===== src/rtl/ks_cmd_sequencer.sv =====
// Key-switch command sequencer: walks LWE_IN x KS_L mask commands plus one body
// command per request, gated by a credit counter mirroring the KSK slot buffer.
module ks_cmd_sequencer #(
  parameter int LWE_IN     = 2048,
  parameter int KS_L       = 8,
  parameter int CREDIT_MAX = 16,
  parameter int PID_W      = 6,
  localparam int COEF_W    = $clog2(LWE_IN),
  localparam int LVL_W     = $clog2(KS_L)
) (
  input  logic              clk,
  input  logic              s_rst_n,
  input  logic              start_vld,
  output logic              start_rdy,
  input  logic [PID_W-1:0]  start_pid,
  output logic              cmd_vld,
  input  logic              cmd_rdy,
  output logic [COEF_W-1:0] cmd_coef,
  output logic [LVL_W-1:0]  cmd_lvl,
  output logic              cmd_body,
  output logic              cmd_last,
  output logic [PID_W-1:0]  cmd_pid,
  input  logic              credit_inc,
  output logic              done_vld,
  output logic [PID_W-1:0]  done_pid,
  output logic              busy,
  output logic              err_credit_ovf
);

  // state | meaning
  // IDLE  | waiting for a request, start_rdy high
  // RUN   | issuing mask commands, one per available credit
  // BODY  | issuing the single body command, needs no credit
  // DONE  | one-cycle completion pulse, then back to IDLE

  localparam int CRD_W = $clog2(CREDIT_MAX + 1);
  localparam logic [COEF_W-1:0] COEF_MAX = COEF_W'(LWE_IN - 1);
  localparam logic [LVL_W-1:0]  LVL_MAX  = LVL_W'(KS_L - 1);
  localparam logic [CRD_W-1:0]  CRD_FULL = CRD_W'(CREDIT_MAX);

  typedef enum logic [1:0] {
    ST_IDLE = 2'd0,
    ST_RUN  = 2'd1,
    ST_BODY = 2'd2,
    ST_DONE = 2'd3
  } state_t;

  state_t             r_state;
  state_t             w_state_nxt;
  logic [COEF_W-1:0]  r_coef;
  logic [LVL_W-1:0]   r_lvl;
  logic [PID_W-1:0]   r_pid;
  logic [CRD_W-1:0]   r_credit;
  logic               r_err;
  logic               r_body;
  logic               r_done;
  logic [PID_W-1:0]   r_done_pid;
  logic               r_busy;

  logic w_cmd_vld;
  logic w_hs;
  logic w_consume;
  logic w_last_mask;
  logic w_ld_start;

  assign w_cmd_vld   = ((r_state == ST_RUN) && (r_credit != '0)) || (r_state == ST_BODY);
  assign w_hs        = w_cmd_vld && cmd_rdy;
  assign w_consume   = w_hs && (r_state == ST_RUN);
  assign w_last_mask = (r_coef == COEF_MAX) && (r_lvl == LVL_MAX);

  always_ff @(posedge clk or negedge s_rst_n) begin
    if (!s_rst_n) begin
      r_state <= ST_IDLE;
    end else begin
      r_state <= w_state_nxt;
    end
  end

  always_comb begin
    w_state_nxt = r_state;
    w_ld_start  = 1'b0;
    case (r_state)
      ST_IDLE: begin
        if (start_vld) begin
          w_state_nxt = ST_RUN;
          w_ld_start  = 1'b1;
        end
      end
      ST_RUN: begin
        if (w_consume && w_last_mask) begin
          w_state_nxt = ST_BODY;
        end
      end
      ST_BODY: begin
        if (w_hs) begin
          w_state_nxt = ST_DONE;
        end
      end
      ST_DONE: begin
        w_state_nxt = ST_IDLE;
      end
      default: begin
        w_state_nxt = ST_IDLE;
      end
    endcase
  end

  // Level is the fast index; both counters wrap to zero after the last mask
  // command, so coef/lvl already read zero while the body command is shown.
  always_ff @(posedge clk or negedge s_rst_n) begin
    if (!s_rst_n) begin
      r_coef <= '0;
      r_lvl  <= '0;
      r_pid  <= '0;
    end else if (w_ld_start) begin
      r_coef <= '0;
      r_lvl  <= '0;
      r_pid  <= start_pid;
    end else if (w_consume) begin
      if (r_lvl == LVL_MAX) begin
        r_lvl  <= '0;
        r_coef <= (r_coef == COEF_MAX) ? '0 : r_coef + COEF_W'(1);
      end else begin
        r_lvl <= r_lvl + LVL_W'(1);
      end
    end
  end

  // A return and a consume in the same cycle cancel, so a full counter with
  // a simultaneous consume is not an overflow.
  always_ff @(posedge clk or negedge s_rst_n) begin
    if (!s_rst_n) begin
      r_credit <= CRD_FULL;
      r_err    <= 1'b0;
    end else if (credit_inc && !w_consume) begin
      if (r_credit == CRD_FULL) begin
        r_err <= 1'b1;
      end else begin
        r_credit <= r_credit + CRD_W'(1);
      end
    end else if (!credit_inc && w_consume) begin
      r_credit <= r_credit - CRD_W'(1);
    end
  end

  always_ff @(posedge clk or negedge s_rst_n) begin
    if (!s_rst_n) begin
      r_body     <= 1'b0;
      r_done     <= 1'b0;
      r_done_pid <= '0;
      r_busy     <= 1'b0;
    end else begin
      r_body <= (w_state_nxt == ST_BODY);
      r_done <= (w_state_nxt == ST_DONE);
      r_busy <= (w_state_nxt != ST_IDLE);
      if (w_state_nxt == ST_DONE) begin
        r_done_pid <= r_pid;
      end
    end
  end

  assign start_rdy      = (r_state == ST_IDLE);
  assign cmd_vld        = w_cmd_vld;
  assign cmd_coef       = r_coef;
  assign cmd_lvl        = r_lvl;
  assign cmd_body       = r_body;
  assign cmd_last       = r_body;
  assign cmd_pid        = r_pid;
  assign done_vld       = r_done;
  assign done_pid       = r_done_pid;
  assign busy           = r_busy;
  assign err_credit_ovf = r_err;

endmodule


===== config.mk =====
export PLATFORM = sky130hd
export DESIGN_NAME = ks_cmd_sequencer
export DESIGN_NICKNAME = d
export VERILOG_FILES = /design/src/rtl/ks_cmd_sequencer.sv
export SDC_FILE = /design/constraint.sdc
export NUM_CORES = 1
export LEC_CHECK = 0
export ABC_AREA = 1
export ABC_CLOCK_PERIOD_IN_PS = 1900
export CORE_AREA = 2 2 73 68
export DETAILED_ROUTE_END_ITERATION = 10
export DIE_AREA = 0 0 75 70
export GPL_TIMING_DRIVEN = 0
export PLACE_DENSITY = 0.74
export REMOVE_ABC_BUFFERS = 1
export SYNTH_ARGS = -nofsm -noshare
export SYNTH_HDL_FRONTEND = slang
export SYNTH_SLANG_ARGS = --single-unit

===== constraint.sdc =====
create_clock -name clk -period 1.9 [get_ports clk]
set_input_delay 0.285 -clock clk [delete_from_list [all_inputs] [get_ports clk]]
set_output_delay 0.285 -clock clk [all_outputs]
set_load 0.02 [all_outputs]

# --- Yosys cells after proc, flatten, opt, wreduce, memory -nomap -nowiden ---
# Index checks and enable logic that the tools add are counted.
totals:
  ff_bits: 37
  latch_bits: 0
  ramBits: 0
  romBits: 0
  inputBits: 11
  out_inout_bits: 33
  word_cells: 58
  memories: 0
classes:
  addsub: 4
  n_mul: 0
  div: 0
  order_cmp: 0
  n_eq_ne: 9
  shift: 0
  n_mux: 16
  bitwise_logic: 0
  reduce_logical: 19
ops:
  columns: ["cell", "count"]
  rows:
  - ["$mux W11", 4]
  - ["$mux W5", 3]
  - ["$add A11 B1 Y11 const B", 1]
  - ["$eq A11 B11 Y1 const B", 1]
  - ["$mux W3", 3]
  - ["$eq A2 B2 Y1 const B", 4]
  - ["$pmux W2 S4", 1]
  - ["$reduce_bool A2 Y1", 4]
  - ["$logic_and A1 B1 Y1", 7]
  - ["$mux W2", 3]
  - ["$reduce_and A2 Y1", 3]
  - ["$add A5 B1 Y5 const B", 1]
  - ["$eq A5 B5 Y1 const B", 1]
  - ["$reduce_bool A5 Y1", 1]
  - ["$sub A5 B1 Y5 const B", 1]
  - ["$add A3 B1 Y3 const B", 1]
  - ["$eq A3 B3 Y1 const B", 1]
  - ["$eq A2 B1 Y1 const B", 1]
  - ["$logic_not A1 Y1", 2]
  - ["$logic_not A2 Y1", 1]
  - ["$mux W1", 2]
  - ["$ne A2 B2 Y1 const B", 1]
  - ["$logic_or A1 B1 Y1", 1]

# --- Longest topological paths before layout ---
logic_depth:
  word_depth: 9
  mapped_depth: 13
  ltp_nobuf: 13

# --- Worst setup path before layout ---
# No wires, ideal clock.
synth_timing:
  kind: "reg-to-reg"
  from: "reg r_credit[4]"
  to: "reg r_credit[4]"
  setup_ns: 0.072
  arrival_time_ns: 1.866
  required_time_ns: 1.828
  setup_slack_ns: -0.038
  stages_incl_launch_ff: 13
  path_buffers: 0
  synth_period_minus_slack_ns: 1.938
  path_cell_list: "dfstp_2 inv_1 nand3_2 nand3_4 nand2_4 inv_2 fa_1 o21ai_0 nand4_1 nand2_1 nand2_1 nand2_1 inv_1"
synth_via:
  elab_chain_cells: 9
  elab_cells_between_ends: 17
  classes_between: "add/sub: 2; eq/ne: 2; mux: 3; reduce/logical: 10"
synth_lines:
  columns: ["item", "line_no", "rtl"]
  rows:
  - ["from (decl)", "53", "logic [CRD_W-1:0] r_credit;"]
  - ["from (signal assigned)", "139", "r_credit <= r_credit + CRD_W'(1);"]
  - ["from (signal assigned)", "142", "r_credit <= r_credit - CRD_W'(1);"]
  - ["$reduce_bool A5 Y1", "66", "assign w_cmd_vld = ((r_state == ST_RUN) && (r_credit != '0)) || (r_state == ST_BODY);"]
  - ["$logic_and A1 B1 Y1", "66", null]
  - ["$logic_or A1 B1 Y1", "66", null]
  - ["$logic_and A1 B1 Y1", "67", "assign w_hs = w_cmd_vld && cmd_rdy;"]
  - ["$logic_and A1 B1 Y1", "68", "assign w_consume = w_hs && (r_state == ST_RUN);"]
  - ["$logic_not A1 Y1", "135", "end else if (credit_inc && !w_consume) begin"]
  - ["$logic_and A1 B1 Y1", "135", null]
  - ["$ne A2 B2 Y1 (no source line) / $reduce_bool A2 Y1 (equally long branches)", null, null]
  - ["$reduce_and A2 Y1 (no source line)", null, null]
# Parallel ways exist; a longest one is shown, timed or not. The select of a mux whose other input is x is not followed.
# A chain may end at the register's enable or synchronous reset.

# --- Worst setup path in the final report ---
# Same ends and word-level chain as after synthesis.

==> impl_summary.log <==
[metrics] sinks on the clock net: 37
[metrics] Async S/R FF share, synth: 100%
[metrics] Top cell by count, worst path: sky130_fd_sc_hd__nand2_1
[metrics] crit path capture type: register
[metrics] post-route antenna net violation count: 0
[metrics] setup repair after global routing missed its margin: yes
[metrics] dominant combinational cell family by area after synthesis: simple AND/OR/NAND/NOR gates
[metrics] maximum clock insertion buffer count: 2
[metrics] total area of multi-input combinational cells: 936 sq um
[metrics] global-route wire length before repair: 6770 microns
[metrics] first-pass detailed-route iteration total: 4
[metrics] floorplan row count: 24
[metrics] Largest delay share family, worst path: simple AND/OR/NAND/NOR gates
[metrics] count of hold buffers inserted by post-cts repair: 0
[metrics] max-slew violations: 0
[metrics] Worst slew margin: 46.7%
[metrics] Yosys top cell by area: sky130_fd_sc_hd__dfrtp_1
[metrics] post-placement setup slack: -0.420 ns
[metrics] Mean Syn Cell Area: 8.81 sq um
[metrics] aggregate routed wire length: 4180 microns
[metrics] post-route DRC violation count: 0
[metrics] multiplexer share of the synthesized area: 0%
[metrics] area used by sequential logic in the layout: 931 sq um
[metrics] number of instances in the synthesized netlist: 223
[metrics] Synth Cell Area: 1960 sq um
[metrics] fill count: 422
[metrics] Starting DRT DRC Count: 89
[metrics] main flop type after synthesis: sky130_fd_sc_hd__dfrtp_1
[metrics] number of port buffers: 43
[metrics] basic-gate share of the synthesized area counting and, or, nand and nor cells: 28.2%
[metrics] power per standard cell area: 1420 nW/um^2
[metrics] number of diodes added for antenna fixing: 0
[metrics] level count of the clock H-tree: 2
[metrics] post-synthesis xor/xnor area fraction: 4.90%
[metrics] fraction of the cycle the final worst path needs: 102%
[metrics] minimum period implied by the final worst setup slack: 1.93 ns
[metrics] Sum Neg Setup Slack: -0.0337 ns
[metrics] GP Congestion: 0.859
[metrics] crit path launch type: register
[metrics] buffers plus inverters on the worst setup path: 3
[metrics] commonest cells after routing, fill and taps aside: 50 x sky130_fd_sc_hd__nand2_1, 40 x sky130_fd_sc_hd__clkdlybuf4s50_1, 33 x sky130_fd_sc_hd__dfrtp_1, 25 x sky130_fd_sc_hd__inv_1, 16 x sky130_fd_sc_hd__nand3_1
[metrics] core footprint: 4590 sq um
[metrics] Lkg Pwr: 0.00127 uW
[metrics] number of nets at the end of the flow: 293
[metrics] number of top-level pins: 44
[metrics] crit path setup slack, layout: -0.0337 ns
[metrics] Critical R2R Launch: r_credit[4]
[metrics] number of endpoints failing setup at the final stage: 1
[metrics] area enclosed by the die boundary: 5250 sq um
[metrics] total of flip-flops plus latches after synthesis: 37
[metrics] post-detailed-placement half-perimeter wirelength: 2870 microns
[metrics] number of enable flip-flop cells after synthesis: 0
[metrics] peak fanout along the critical path: 6
[metrics] Final Instance Area: 2650 sq um
[metrics] clk_lat worst skew: 0.28 ns
[metrics] area of placed instances: 2450 sq um
[metrics] TritonCTS Buffers: 5
[metrics] required time at the endpoint of the critical path: 2.12 ns
[metrics] Synth Area in Adders: 5.48%
[metrics] actual transition at the worst max-transition pin: 0.799 ns
[metrics] largest net degree at the start of global routing: 38
[metrics] vertical die dimension: 70 microns
[metrics] sequential area share after synthesis: 47.2%
[metrics] hold slack: 0.0804 ns
[metrics] CTS clk-pin slew, worst paths: 0.07 ns
[metrics] fraction of final layout cells with drive strength greater than 1: 16.4%
[metrics] Synth-to-Final Area Change: 35.0%
[metrics] number of antenna violations at the first check in global routing: 0
[metrics] Initial Util: 42.8%
[metrics] maximum achievable frequency: 0.517 GHz
[metrics] outcome: finished, violations left
[metrics] path class of the lowest-slack min-delay path: input port to async pin
[metrics] worst supply voltage drop on vdd: 0.708 mV
[metrics] Synth top area share: 45.9%
[metrics] worst clock skew: 0.00384 ns
[metrics] Yosys warning count: 0
[metrics] detailed-route vias per instance: 4.75
[metrics] total gr overflow: 0
[metrics] Hold Vio Cnt, Final: 0
[metrics] CP cell instances: inv_2 > nand3_4 > nand3_4 > nand2_4 > inv_4 > fa_2 > o21ai_2 > nand4_1 > nand2_1 > nand2_1 > nand2_1 > inv_1
[metrics] MaxCap Viol Count: 0
[metrics] most common cell after layout, fill and taps aside: sky130_fd_sc_hd__nand2_1
[metrics] start point of the critical path: r_credit[4]
[metrics] vias in the first global route: 1495
[metrics] count of unique library cells instantiated by Yosys: 30
[metrics] top cells by area, synth: sky130_fd_sc_hd__dfrtp_1 46%, sky130_fd_sc_hd__nand2_1 9.6%, sky130_fd_sc_hd__inv_1 5.0%, sky130_fd_sc_hd__ha_1 4.5%, sky130_fd_sc_hd__nand3_1 4.3%
[metrics] final routed wire length divided by cell count: 12.3 microns
[metrics] count of vias placed by the detailed router: 1615
[metrics] floorplan die width: 75 microns
[metrics] path type of the worst setup path: register to register
[metrics] total track usage: 16.7%
[metrics] Crit path largest cell delay: 0.55 ns
[metrics] library cell contributing the largest single delay on the critical path: sky130_fd_sc_hd__dfstp_2
[metrics] CTS tree: built
[metrics] post-synthesis compound-gate area fraction: 6.62%
[metrics] worst path arrival time: 2.16 ns
[metrics] violated checks: negative setup slack
[metrics] cell at the root of the clock tree: sky130_fd_sc_hd__clkbuf_8
cells by family after synthesis:
group / Yosys count
compound gates: 24
buf+inv: 35
fa+ha+maj: 8
xor+xnor: 11
simple gates: 108
flops: 37
timing repair:
action                                  4_1_cts  5_1_grt
endpoints found under the hold margin         0        0
pin swaps                                     1        6
setup buffers                                 1        4
endpoints found under the setup margin        4        2
resized for setup                             8        9
per-layer routing:
metal,GRT usage (%),wire (microns)
met4,7.14,63
met3,3.17,180
met2,27.2,2030
met5,0,0
met1,21.3,1910
power by group:
part / internal (uW) / total (uW) / switching, uW / leakage [uW]
clock: 428 / 698 / 270 / 0.0000585
combinational: 785 / 1780 / 990 / 0.000760
sequential: 1050 / 1280 / 235 / 0.000448
total: 2260 / 3760 / 1490 / 0.00127
worst paths after layout:
check / slack, ns / depth (start not counted) / end
worst min register to register: 0.48 / 1 / err_credit_ovf
max in group asynchronous: 1.26 / 1 / r_credit[2]
worst min-delay path: 0.08 / 1 / cmd_pid[0]
worst max register to register: -0.03 / 12 / r_credit[4]
worst max-delay path: -0.03 / 12 / r_credit[4]
min in group clk: 0.48 / 1 / err_credit_ovf
area by class of cell:
type | count | share of cell area [%]
inverter | 31 | 4.77
clock inverter | 1 | 1.13
tap | 65 | 3.07
sequential | 37 | 35.1
timing repair buffer | 48 | 17.4
clock buffer | 7 | 3.26
multi-input combinational | 151 | 35.3
Yosys cell counts, types with 2 or more instances:
cell	number
sky130_fd_sc_hd__a21oi_1	9
sky130_fd_sc_hd__buf_2	2
sky130_fd_sc_hd__buf_4	2
sky130_fd_sc_hd__dfrtp_1	36
sky130_fd_sc_hd__ha_1	7
sky130_fd_sc_hd__inv_1	26
sky130_fd_sc_hd__inv_2	3
sky130_fd_sc_hd__nand2_1	50
sky130_fd_sc_hd__nand2_2	4
sky130_fd_sc_hd__nand2_4	2
sky130_fd_sc_hd__nand3_1	17
sky130_fd_sc_hd__nand4_1	10
sky130_fd_sc_hd__nor2_1	16
sky130_fd_sc_hd__nor2_4	2
sky130_fd_sc_hd__o21ai_0	12
sky130_fd_sc_hd__o21ai_2	2
sky130_fd_sc_hd__xnor2_1	2
sky130_fd_sc_hd__xor2_1	9
through the flow:
| step | util, % | power [uW] | std cells |
|---|---|---|---|
| floorplan | - | 2250 | 219 |
| global placement | 53.3 | 2830 | 327 |
| detailed placement | 53.2 | 2880 | 327 |
| CTS | 56.4 | 3670 | 336 |
| global route | 57.7 | 4000 | 340 |
| finish | 57.7 | 3760 | 340 |
sequential cells by signal, summed over array words and instances, names as in the netlist:
register and cells:
busy 1, cmd_body 1, cmd_coef 11, cmd_lvl 3, cmd_pid 6, done_pid 6
done_vld 1, err_credit_ovf 1, r_credit 5, r_state 2
(Power assumes the default switching activity.)
